**src/rtl/adc_scanner.sv**
```systemverilog
`timescale 1ns/1ps
`default_nettype none
// ============================================================================
//  Module   : adc_scanner (with private adc_scanner_uart_tx / adc_scanner_uart_rx)
//  Purpose  : Round-robin ADC channel poller over a UART link, with enable
//             mask, response timeout, per-channel valid flags and sample strobe.
//  Revision : 1.0  initial release
// ============================================================================

module adc_scanner_uart_tx #(
    parameter int TICKS_PER_CYCLE = 48
) (
    input  logic       clk,
    input  logic       rst,
    input  logic       i_req,
    input  logic [7:0] i_data,
    output logic       o_done,
    output logic       o_tx
);
    localparam int c_tick_w = (TICKS_PER_CYCLE > 1) ? $clog2(TICKS_PER_CYCLE) : 1;
    localparam logic [c_tick_w-1:0] c_tick_last = c_tick_w'(TICKS_PER_CYCLE - 1);

    typedef enum logic [1:0] {
        TX_IDLE  = 2'd0,
        TX_SHIFT = 2'd1,
        TX_DONE  = 2'd2
    } tx_state_t;

    tx_state_t             r_state_q, w_state_d;
    logic [9:0]            r_shift_q, w_shift_d;
    logic [3:0]            r_bit_q,   w_bit_d;
    logic [c_tick_w-1:0]   r_tick_q,  w_tick_d;

    always_ff @(posedge clk) begin
        if (rst) begin
            r_state_q <= TX_IDLE;
            r_shift_q <= '1;
            r_bit_q   <= '0;
            r_tick_q  <= '0;
        end else begin
            r_state_q <= w_state_d;
            r_shift_q <= w_shift_d;
            r_bit_q   <= w_bit_d;
            r_tick_q  <= w_tick_d;
        end
    end

    always_comb begin
        w_state_d = r_state_q;
        w_shift_d = r_shift_q;
        w_bit_d   = r_bit_q;
        w_tick_d  = r_tick_q;
        case (r_state_q)
            TX_IDLE: begin
                if (i_req) begin
                    w_shift_d = {1'b1, i_data, 1'b0};
                    w_bit_d   = '0;
                    w_tick_d  = '0;
                    w_state_d = TX_SHIFT;
                end
            end
            TX_SHIFT: begin
                if (r_tick_q == c_tick_last) begin
                    w_tick_d = '0;
                    if (r_bit_q == 4'd9) begin
                        w_state_d = TX_DONE;
                    end else begin
                        w_shift_d = {1'b1, r_shift_q[9:1]};
                        w_bit_d   = r_bit_q + 1'b1;
                    end
                end else begin
                    w_tick_d = r_tick_q + 1'b1;
                end
            end
            TX_DONE: begin
                // Completion is held until the requester lets go.
                if (!i_req) w_state_d = TX_IDLE;
            end
            default: w_state_d = TX_IDLE;
        endcase
    end

    assign o_done = (r_state_q == TX_DONE);
    assign o_tx   = (r_state_q == TX_SHIFT) ? r_shift_q[0] : 1'b1;
endmodule

module adc_scanner_uart_rx #(
    parameter int TICKS_PER_CYCLE = 48
) (
    input  logic       clk,
    input  logic       rst,
    input  logic       i_ready,
    input  logic       i_rx,
    output logic       o_done,
    output logic [7:0] o_data
);
    localparam int c_tick_w = (TICKS_PER_CYCLE > 1) ? $clog2(TICKS_PER_CYCLE) : 1;
    localparam logic [c_tick_w-1:0] c_tick_last = c_tick_w'(TICKS_PER_CYCLE - 1);
    localparam logic [c_tick_w-1:0] c_tick_half =
        c_tick_w'((TICKS_PER_CYCLE / 2 > 0) ? (TICKS_PER_CYCLE / 2 - 1) : 0);

    typedef enum logic [2:0] {
        RX_IDLE  = 3'd0,
        RX_START = 3'd1,
        RX_DATA  = 3'd2,
        RX_STOP  = 3'd3,
        RX_DONE  = 3'd4
    } rx_state_t;

    rx_state_t             r_state_q, w_state_d;
    logic [1:0]            r_sync_q,  w_sync_d;
    logic [7:0]            r_shift_q, w_shift_d;
    logic [2:0]            r_bit_q,   w_bit_d;
    logic [c_tick_w-1:0]   r_tick_q,  w_tick_d;
    logic                  w_rx;

    assign w_sync_d = {r_sync_q[0], i_rx};
    assign w_rx     = r_sync_q[1];

    always_ff @(posedge clk) begin
        if (rst) begin
            r_state_q <= RX_IDLE;
            r_sync_q  <= 2'b11;
            r_shift_q <= '0;
            r_bit_q   <= '0;
            r_tick_q  <= '0;
        end else begin
            r_state_q <= w_state_d;
            r_sync_q  <= w_sync_d;
            r_shift_q <= w_shift_d;
            r_bit_q   <= w_bit_d;
            r_tick_q  <= w_tick_d;
        end
    end

    always_comb begin
        w_state_d = r_state_q;
        w_shift_d = r_shift_q;
        w_bit_d   = r_bit_q;
        w_tick_d  = r_tick_q;
        // Dropping ready discards any frame in progress.
        if (!i_ready) begin
            w_state_d = RX_IDLE;
        end else begin
            case (r_state_q)
                RX_IDLE: begin
                    if (!w_rx) begin
                        w_tick_d  = '0;
                        w_state_d = RX_START;
                    end
                end
                RX_START: begin
                    if (r_tick_q == c_tick_half) begin
                        w_tick_d  = '0;
                        w_bit_d   = '0;
                        w_state_d = w_rx ? RX_IDLE : RX_DATA;
                    end else begin
                        w_tick_d = r_tick_q + 1'b1;
                    end
                end
                RX_DATA: begin
                    if (r_tick_q == c_tick_last) begin
                        w_tick_d  = '0;
                        w_shift_d = {w_rx, r_shift_q[7:1]};
                        if (r_bit_q == 3'd7) w_state_d = RX_STOP;
                        else                 w_bit_d   = r_bit_q + 1'b1;
                    end else begin
                        w_tick_d = r_tick_q + 1'b1;
                    end
                end
                RX_STOP: begin
                    if (r_tick_q == c_tick_last) begin
                        w_tick_d  = '0;
                        w_state_d = w_rx ? RX_DONE : RX_IDLE;
                    end else begin
                        w_tick_d = r_tick_q + 1'b1;
                    end
                end
                RX_DONE:  w_state_d = RX_DONE;
                default:  w_state_d = RX_IDLE;
            endcase
        end
    end

    assign o_done = (r_state_q == RX_DONE);
    assign o_data = r_shift_q;
endmodule

module adc_scanner #(
    parameter int         CHANNELS        = 4,
    parameter int         TICKS_PER_CYCLE = 48,
    parameter logic [7:0] BASE_CMD        = 8'hA1,
    parameter int         TIMEOUT_CYCLES  = 24000,
    parameter int         IDX_W           = (CHANNELS > 1) ? $clog2(CHANNELS) : 1
) (
    input  logic                    clock12MHz,
    input  logic                    reset,
    input  logic                    enable,
    input  logic [CHANNELS-1:0]     channelMask,
    input  logic                    serialIn,
    output logic                    serialOut,
    output logic [10*CHANNELS-1:0]  values,
    output logic [CHANNELS-1:0]     valid,
    output logic                    sampleStrobe,
    output logic [IDX_W-1:0]        sampleChannel,
    output logic                    timeoutError,
    output logic [7:0]              timeoutCount
);
    localparam int c_timer_w = (TIMEOUT_CYCLES > 1) ? $clog2(TIMEOUT_CYCLES) : 1;
    localparam logic [c_timer_w-1:0] c_timer_last = c_timer_w'(TIMEOUT_CYCLES - 1);
    localparam logic [IDX_W-1:0]     c_idx_last   = IDX_W'(CHANNELS - 1);

    typedef enum logic [2:0] {
        S_IDLE      = 3'd0,
        S_SELECT    = 3'd1,
        S_SEND_WAIT = 3'd2,
        S_SEND      = 3'd3,
        S_RECV_LO   = 3'd4,
        S_GAP       = 3'd5,
        S_RECV_HI   = 3'd6,
        S_COMMIT    = 3'd7
    } state_t;

    state_t                   r_state_q,  w_state_d;
    logic [IDX_W-1:0]         r_ptr_q,    w_ptr_d;
    logic [IDX_W-1:0]         r_idx_q,    w_idx_d;
    logic                     r_send_req_q, w_send_req_d;
    logic                     r_ready_q,  w_ready_d;
    logic [c_timer_w-1:0]     r_timer_q,  w_timer_d;
    logic [7:0]               r_lo_q,     w_lo_d;
    logic [10*CHANNELS-1:0]   r_values_q, w_values_d;
    logic [CHANNELS-1:0]      r_valid_q,  w_valid_d;
    logic                     r_strobe_q, w_strobe_d;
    logic [IDX_W-1:0]         r_chan_q,   w_chan_d;
    logic                     r_terr_q,   w_terr_d;
    logic [7:0]               r_tcount_q, w_tcount_d;

    logic                     w_tx_done;
    logic                     w_rx_done;
    logic [7:0]               w_rx_data;
    logic [7:0]               w_send_data;
    logic [2*CHANNELS-1:0]    w_mask2;
    logic [CHANNELS-1:0]      w_rot;
    logic                     w_sel_found;
    int                       w_sel_sum;
    logic [IDX_W-1:0]         w_sel_idx;
    logic [IDX_W-1:0]         w_ptr_next;
    logic                     w_timeout;

    adc_scanner_uart_tx #(.TICKS_PER_CYCLE(TICKS_PER_CYCLE)) u_tx (
        .clk    (clock12MHz),
        .rst    (reset),
        .i_req  (r_send_req_q),
        .i_data (w_send_data),
        .o_done (w_tx_done),
        .o_tx   (serialOut)
    );

    adc_scanner_uart_rx #(.TICKS_PER_CYCLE(TICKS_PER_CYCLE)) u_rx (
        .clk     (clock12MHz),
        .rst     (reset),
        .i_ready (r_ready_q),
        .i_rx    (serialIn),
        .o_done  (w_rx_done),
        .o_data  (w_rx_data)
    );

    assign w_send_data = BASE_CMD + 8'(r_idx_q);
    assign w_ptr_next  = (r_idx_q == c_idx_last) ? '0 : r_idx_q + 1'b1;

    // Rotating a doubled mask by the pointer turns the wrap-around search
    // into a plain lowest-set-bit search.
    assign w_mask2 = {channelMask, channelMask};
    assign w_rot   = CHANNELS'(w_mask2 >> r_ptr_q);

    always_comb begin
        w_sel_found = 1'b0;
        w_sel_sum   = 0;
        for (int k = 0; k < CHANNELS; k++) begin
            if (!w_sel_found && w_rot[k]) begin
                w_sel_found = 1'b1;
                w_sel_sum   = int'(r_ptr_q) + k;
            end
        end
        if (w_sel_sum >= CHANNELS) w_sel_sum = w_sel_sum - CHANNELS;
        w_sel_idx = IDX_W'(w_sel_sum);
    end

    // Data beats the deadline when both land in the same cycle.
    assign w_timeout = ((r_state_q == S_RECV_LO) || (r_state_q == S_RECV_HI)) &&
                       !w_rx_done && (r_timer_q == c_timer_last);

    always_ff @(posedge clock12MHz) begin
        if (reset) begin
            r_state_q    <= S_IDLE;
            r_ptr_q      <= '0;
            r_idx_q      <= '0;
            r_send_req_q <= 1'b0;
            r_ready_q    <= 1'b0;
            r_timer_q    <= '0;
            r_lo_q       <= '0;
            r_values_q   <= '0;
            r_valid_q    <= '0;
            r_strobe_q   <= 1'b0;
            r_chan_q     <= '0;
            r_terr_q     <= 1'b0;
            r_tcount_q   <= '0;
        end else begin
            r_state_q    <= w_state_d;
            r_ptr_q      <= w_ptr_d;
            r_idx_q      <= w_idx_d;
            r_send_req_q <= w_send_req_d;
            r_ready_q    <= w_ready_d;
            r_timer_q    <= w_timer_d;
            r_lo_q       <= w_lo_d;
            r_values_q   <= w_values_d;
            r_valid_q    <= w_valid_d;
            r_strobe_q   <= w_strobe_d;
            r_chan_q     <= w_chan_d;
            r_terr_q     <= w_terr_d;
            r_tcount_q   <= w_tcount_d;
        end
    end

    always_comb begin
        w_state_d    = r_state_q;
        w_ptr_d      = r_ptr_q;
        w_idx_d      = r_idx_q;
        w_send_req_d = r_send_req_q;
        w_ready_d    = r_ready_q;
        w_timer_d    = r_timer_q;
        w_lo_d       = r_lo_q;
        w_values_d   = r_values_q;
        w_valid_d    = r_valid_q;
        w_strobe_d   = 1'b0;
        w_chan_d     = r_chan_q;
        w_terr_d     = 1'b0;
        w_tcount_d   = r_tcount_q;

        case (r_state_q)
            S_IDLE: begin
                if (enable && (|channelMask)) w_state_d = S_SELECT;
            end
            S_SELECT: begin
                if (w_sel_found) begin
                    w_idx_d   = w_sel_idx;
                    w_state_d = S_SEND_WAIT;
                end else begin
                    w_state_d = S_IDLE;
                end
            end
            S_SEND_WAIT: begin
                if (!w_tx_done) w_state_d = S_SEND;
            end
            S_SEND: begin
                if (w_tx_done) begin
                    w_send_req_d = 1'b0;
                    w_ready_d    = 1'b1;
                    w_timer_d    = '0;
                    w_state_d    = S_RECV_LO;
                end else begin
                    w_send_req_d = 1'b1;
                end
            end
            S_RECV_LO: begin
                if (w_rx_done) begin
                    w_lo_d    = w_rx_data;
                    w_ready_d = 1'b0;
                    w_state_d = S_GAP;
                end else begin
                    w_timer_d = r_timer_q + 1'b1;
                end
            end
            S_GAP: begin
                if (!w_rx_done) begin
                    w_ready_d = 1'b1;
                    w_timer_d = '0;
                    w_state_d = S_RECV_HI;
                end
            end
            S_RECV_HI: begin
                if (w_rx_done) begin
                    for (int i = 0; i < CHANNELS; i++) begin
                        if (r_idx_q == IDX_W'(i)) begin
                            w_values_d[i*10 +: 10] = {w_rx_data[1:0], r_lo_q};
                            w_valid_d[i]           = 1'b1;
                        end
                    end
                    w_strobe_d = 1'b1;
                    w_chan_d   = r_idx_q;
                    w_ready_d  = 1'b0;
                    w_ptr_d    = w_ptr_next;
                    w_state_d  = S_COMMIT;
                end else begin
                    w_timer_d = r_timer_q + 1'b1;
                end
            end
            S_COMMIT: begin
                if (!w_rx_done) w_state_d = S_IDLE;
            end
            default: w_state_d = S_IDLE;
        endcase

        if (w_timeout) begin
            for (int i = 0; i < CHANNELS; i++) begin
                if (r_idx_q == IDX_W'(i)) w_valid_d[i] = 1'b0;
            end
            w_ready_d  = 1'b0;
            w_terr_d   = 1'b1;
            w_chan_d   = r_idx_q;
            w_tcount_d = (r_tcount_q == 8'hFF) ? r_tcount_q : r_tcount_q + 1'b1;
            w_ptr_d    = w_ptr_next;
            w_timer_d  = '0;
            w_state_d  = S_IDLE;
        end
    end

    assign values        = r_values_q;
    assign valid         = r_valid_q;
    assign sampleStrobe  = r_strobe_q;
    assign sampleChannel = r_chan_q;
    assign timeoutError  = r_terr_q;
    assign timeoutCount  = r_tcount_q;
endmodule
`default_nettype wire

```
**config.mk**
```make
export PLATFORM = sky130hd
export DESIGN_NAME = adc_scanner
export DESIGN_NICKNAME = d
export VERILOG_FILES = /design/src/rtl/adc_scanner.sv
export SDC_FILE = /design/constraint.sdc
export NUM_CORES = 1
export LEC_CHECK = 0
export ABC_AREA = 1
export BUFFER_PORTS_ARGS = -buffer_cell sky130_fd_sc_hd__buf_4
export CORE_MARGIN = 8
export CORE_UTILIZATION = 34
export CTS_CLUSTER_DIAMETER = 40
export DETAILED_ROUTE_END_ITERATION = 8
export HOLD_SLACK_MARGIN = 0.06
export PLACE_DENSITY = 0.53
export SLEW_MARGIN = 30
export SYNTH_ARGS = -nofsm -noshare
export SYNTH_HDL_FRONTEND = slang
export SYNTH_SLANG_ARGS = --single-unit
```
**constraint.sdc**
```tcl
create_clock -name clock12MHz -period 2.3 [get_ports clock12MHz]
set_input_delay 0.23 -clock clock12MHz [delete_from_list [all_inputs] [get_ports clock12MHz]]
set_output_delay 0.23 -clock clock12MHz [all_outputs]
set_load 0.05 [all_outputs]
```
**Yosys cells after proc, flatten, opt, wreduce, memory -nomap -nowiden**

Index checks and enable logic that the tools add are counted.

- Flip-flop bits (word level): 132
- Input bits: 8
- Logic and storage cells: 210

- Add/sub/neg operators: 12
- $lt $le $gt $ge: 1
- Equality and inequality tests: 43
- Shift operators: 1
- Multiplexer cells: 80
- Bitwise operators: 3
- Reduce and logical (&&, ||, !) cells: 45

Operators with widths:

| kind | count |
|---|---|
| 32-bit two-way mux | 3 |
| 3-bit two-way mux | 16 |
| 15-bit two-way mux | 3 |
| 15-bit one-hot mux with 3 select lines | 1 |
| 32-bit by 4-bit >= comparator with 1-bit output, second input constant | 1 |
| 10-bit two-way mux | 3 |
| 2-bit two-way mux | 15 |
| 6-bit two-way mux | 5 |
| 2-bit != test, second input constant | 13 |
| 4-bit two-way mux | 6 |
| 3-bit one-hot mux with 8 select lines | 1 |
| 10-bit one-hot mux with 2 select lines | 1 |
| 1-bit two-way mux | 19 |
| 3-bit equality test, second input constant | 6 |
| 6-bit one-hot mux with 3 select lines | 1 |
| 3-bit AND reduction | 6 |
| 4-bit AND reduction | 4 |
| 15-bit by 1-bit adder with 15-bit output, second input constant | 1 |
| 15-bit equality test, second input constant | 1 |
| 3-bit one-hot mux with 5 select lines | 1 |
| 2-bit by 1-bit != test with 1-bit output, second input constant | 7 |
| 6-bit by 1-bit adder with 6-bit output, second input constant | 2 |
| 3-bit by 2-bit equality test with 1-bit output, second input constant | 4 |
| 6-bit equality test, second input constant | 2 |
| other kinds (33) | 63 |

**Longest topological paths before layout**

- Depth in word-level cells: 13
- Gate-level depth with buffers: 11

**Hierarchy**

From an unflattened synthesis, not the netlist that was laid out.

- Cell total of the unflattened synthesis: 865
- Area total of the unflattened synthesis: 6394.9 um^2

Modules (own cells, without submodules):

| module | instances | cells an instance | area each (um^2) |
|---|---|---|---|
| adc_scanner | 1 | 540 | 4061.4 |
| adc_scanner_uart_tx | 1 | 170 | 1193.6 |
| adc_scanner_uart_rx | 1 | 155 | 1139.8 |

**Worst setup path after synthesis**

Ideal clock, no wire load.

- Path type: flip-flop to flip-flop
- Start: reg r_tcount_q[0] (netlist: timeoutCount[0])
- End: reg r_tcount_q[2] (netlist: timeoutCount[2])
- Library setup time: 0.070 ns
- Arrival: 1.826 ns
- Data required time: 2.230 ns
- Path slack: 0.403 ns
- Stages on the path, launching flop included: 8
- Clock period less this slack: 1.897 ns
- Path through: dfxtp_1 > ha_1 > nand2_1 > nor2_1 > nand4_2 > nand3_1 > nand2_1 > a21oi_1

- Cells in the longest elaborated chain, start to end: 3
- Elaborated cells on any way between the ends: 4
- Classes of those cells: add/sub: 1; eq/ne: 1; bitwise: 1; reduce/logical: 1

Ends and longest elaborated chain:

| what | RTL line | text |
|---|---|---|
| from (decl) | 236 | `logic [7:0] r_tcount_q, w_tcount_d;` |
| from (signal assigned) | 321 | `r_tcount_q <= w_tcount_d;` |
| parallel branches: the longest is 3 deep, another holds 8-bit by 1-bit adder with 8-bit output | -- |  |

Parallel ways; which one is timed is not known.
A chain may end at the register's enable or synchronous reset.

**Final worst setup path**

- Start: reg r_state_q[2]
- End: reg r_timer_q[3]

- Cells in the longest elaborated chain, start to end: 5
- Elaborated cells on any way between the ends: 15
- Classes of those cells: eq/ne: 7; mux: 1; reduce/logical: 7

Ends and longest elaborated chain:

| what | RTL line | text |
|---|---|---|
| from (decl) | 224 | `state_t r_state_q, w_state_d;` |
| from (signal assigned) | 309 | `r_state_q <= w_state_d;` |
| parallel branches: the longest is 5 deep, another holds 4-bit AND reduction | -- |  |
| to (signal assigned) | 314 | `r_timer_q <= w_timer_d;` |
| to (decl) | 229 | `logic [c_timer_w-1:0] r_timer_q, w_timer_d;` |

Parallel ways; which one is timed is not known.

==> out/qor.yml <==
sta:
  drv_slew: 0
  min_period_ns: 1.91
  rsz0062_at_grt: "false"
  clock_skew_ns: 0.0117
  whs_ns: 0.216
  setup_tns_ns: 0
  finalCritPeriodShare: 0.830
  finalWorstSetupSlack_ns: 0.391
  fmax_mhz: 524
  tightest_slew_ns: 0.516
  finalHoldViolations: 0
  finalSetupViolCount: 0
  relSlewSlack: 0.655
run:
  max_cap_violations: 0
power_and_ir_drop:
  p_int_uw: 4240
  seq_power_share: 0.411
  vdd_drop_max_uv: 541
  leakage_uw: 0.00309
  pwr-share-comb: 0.149
  powerDensity_mw_per_mm2: 824
  p_switching_uw: 1840
  p_clk_frac: 0.440
  power_uw: 6090
  swShare: 0.303
routing:
  drt-pass1-iter-count: 4
  routed_wl_um: 14700
  wl_per_cell_um: 12.7
  ant_nets: 0
  drc: 0
  num_vias: 5519
  drt_iter0_drc: 306
  viasPerCell: 4.76
global_route:
  grt_max_degree: 46
  grt_remaining_overflow: 0
  grt_pass1_wl_um: 24700
  antenna_found_initial: 0
  grt_use_total: 0.135
  grt_pass1_vias: 5154
finish:
  fin_nets: 938
  layout-area-overhead-vs-synth_pct: 20.6
  diodes: 0
  drive_gt1_frac: 0.149
  fin_area_sq_mm: 0.00738
setup_path:
  cp_max_fo: 22
  crit_path_end_kind: "register"
  r2r-end: "r_timer_q[3]$_SDFFE_PP0P_"
  r2r-start: "r_state_q[2]$_SDFFE_PP0P_"
  critPathLaunch: "r_state_q[2]$_SDFFE_PP0P_"
  start_kind: "register"
  reg2reg_depth: 8
  worst_ep_required_time_ns: 2.65
  worst-setup-path-type: "reg2reg"
  r2r_setup_slack_ns: 0.39
  crit_arrival_ns: 2.26
clock_tree:
  cts_tree: "done"
  post_cts_resized: 0
  root_buffer: "clkbuf_16"
  cts_sinks: 130
  path_clk_slew_ns: 0.06
  cts_made_buffers: 17
  clockBufferDepth: 2
  cts_max_level: 4
  clk-insertion-delay-late_ns: 0.42
yosys:
  yosysUniqueCellTypes: 40
  ys_top_cells_by_count: "nand2_1 (143), nor2_1 (142), dfxtp_1 (130)"
  syn-mean-instance-area_sq_um: 7.15
  synth-edff-count: 0
  postSynthCellCount: 856
  syn-cell-area_sq_mm: 0.00612
  ys.flop_type: "dfxtp_1"
  syn-num-nets: 876
  ys_warn_count: 0
  synth_seq_area_share: 0.425
  synth.most_common_cell: "nand2_1"
  ys_top_cells_by_area: "dfxtp_1 (42%), nand2_1 (8.8%), nor2_1 (8.7%)"
  synth_top_cell_area_share: 0.425
  async_flop_share: 0
  synth_area_leader_cell: "dfxtp_1"
  yosys_register_bits: 130
die:
  die_h_um: 150
  die_area_sq_mm: 0.0226
  ios: 65
  die_w_um: 150
  coreArea_sq_mm: 0.0178
  num_rows: 49
  initial_core_util: 0.343
worst_hold_path:
  whs_endpoint: "timeoutError$_SDFF_PP0_"
  hold_start: "reset"
  hold_class: "in2reg"
  hold_depth: 2
placed_design:
  portBuffers: 64
  gp_congestion: 0.821
  placed_area_sq_mm: 0.00678
  pre_cts_ws_ns: 0.361
  dp_hpwl_um: 10500
outcome:
  outcome: "complete, no violations"
power by group through the flow:
| stage | sequential, uW | clock (uW) | combinational, uW |
|---|---|---|---|
| final | 2500 | 2680 | 908 |
| after global routing | 2520 | 2850 | 1050 |
| after CTS | 2500 | 2740 | 921 |
| after detailed placement | 2550 | 0 | 915 |
| after global placement | 2550 | 0 | 923 |
| after floorplan | 2510 | 0 | 772 |
flip-flops by register name, summed over array words and instances, names as in the netlist, 4 cells and up:
signal          count
r_lo_q              8
u_tx.r_tick_q       6
u_rx.r_tick_q       6
r_timer_q          15
timeoutCount        8
values             40
valid               4
u_rx.o_data         8
u_tx.r_shift_q      8
u_tx.r_bit_q        4
worst max-delay path by stage:
stage                                        end  slack (ns)  cells past startpoint
global route           r_timer_q[3]$_SDFFE_PP0P_        0.15                      8
CTS                    r_timer_q[3]$_SDFFE_PP0P_        0.34                      8
floorplan           timeoutCount[2]$_SDFFE_PP0P_        0.40                      7
global placement       r_timer_q[3]$_SDFFE_PP0P_        0.39                      8
finish                 r_timer_q[3]$_SDFFE_PP0P_        0.39                      8
detailed placement     r_timer_q[3]$_SDFFE_PP0P_        0.36                      8
routing by layer:
layer  GRT usage  vias up  part of all wire
li1            -     2946                 -
met1       0.172     2461              0.49
met3      0.0397       20             0.053
met4      0.0510        0             0.014
met2       0.213       92              0.44
met5           0        -                 0
what timing repair did:
item / 4_1_cts / 5_1_grt
endpoints found under the hold margin: 1 / 0
endpoints found under the setup margin: 0 / 0
hold buffers: 1 / 0
setup buffers: 0 / 0
metrics by stage:
| step | cells | util |
|---|---|---|
| 2_1_floorplan | 856 | - |
| 3_3_place_gp | 1127 | 0.380 |
| 3_5_place_dp | 1127 | 0.380 |
| 4_1_cts | 1160 | 0.414 |
| 5_1_grt | 1160 | 0.414 |
| 6_report | 1160 | 0.414 |
kinds of logic after synthesis:
group,Yosys count,share of synthesized area
and+or+nand+nor,423,0.314
xor gates and xnor gates,12,0.0172
AOI/OAI and AO/OA,164,0.141
adders and majority gates,12,0.0245
buffers and inverters,115,0.0784
DFF,130,0.425
final cells by class:
class	count	area, sq um
fill	1885	10500
multi-input combinational	611	3040
sequential	130	2600
timing repair buffer	71	536
clock buffer	19	453
inverter	87	327
tap	229	287
clock inverter	13	139
cells in the final DEF (no fill, tap or decap), types with 2 or more instances in the layout:
| cell | count |
|---|---|
| o21ai_1 | 2 |
| or2_2 | 3 |
| nor3_1 | 11 |
| o211ai_1 | 11 |
| nor3_4 | 2 |
| nand2_1 | 143 |
| nor2_2 | 7 |
| nand2_4 | 6 |
| xor2_1 | 8 |
| nand4_1 | 20 |
| buf_4 | 70 |
| a21oi_1 | 68 |
| clkinv_4 | 4 |
| xnor2_1 | 4 |
| nand3_2 | 2 |
| o21ai_0 | 76 |
| nand2_2 | 2 |
| clkbuf_16 | 17 |
| a31oi_1 | 2 |
| nand3b_1 | 6 |
| ha_1 | 12 |
| inv_6 | 5 |
| inv_8 | 2 |
| clkbuf_8 | 2 |
| nand3_1 | 72 |
| nor2_1 | 142 |
| inv_2 | 9 |
| inv_1 | 78 |
| dfxtp_1 | 130 |
worst max-delay path, stage by stage, from the launching register on:
cell,delay [ns]
dfxtp_1,0.55
nand3_2,0.19
nand2_4,0.24
nand2_2,0.10
nand3_2,0.34
nor2_1,0.10
nor2_1,0.15
nand2_1,0.06
nor2_1,0.09
Power figures use the tool's default switching activity.
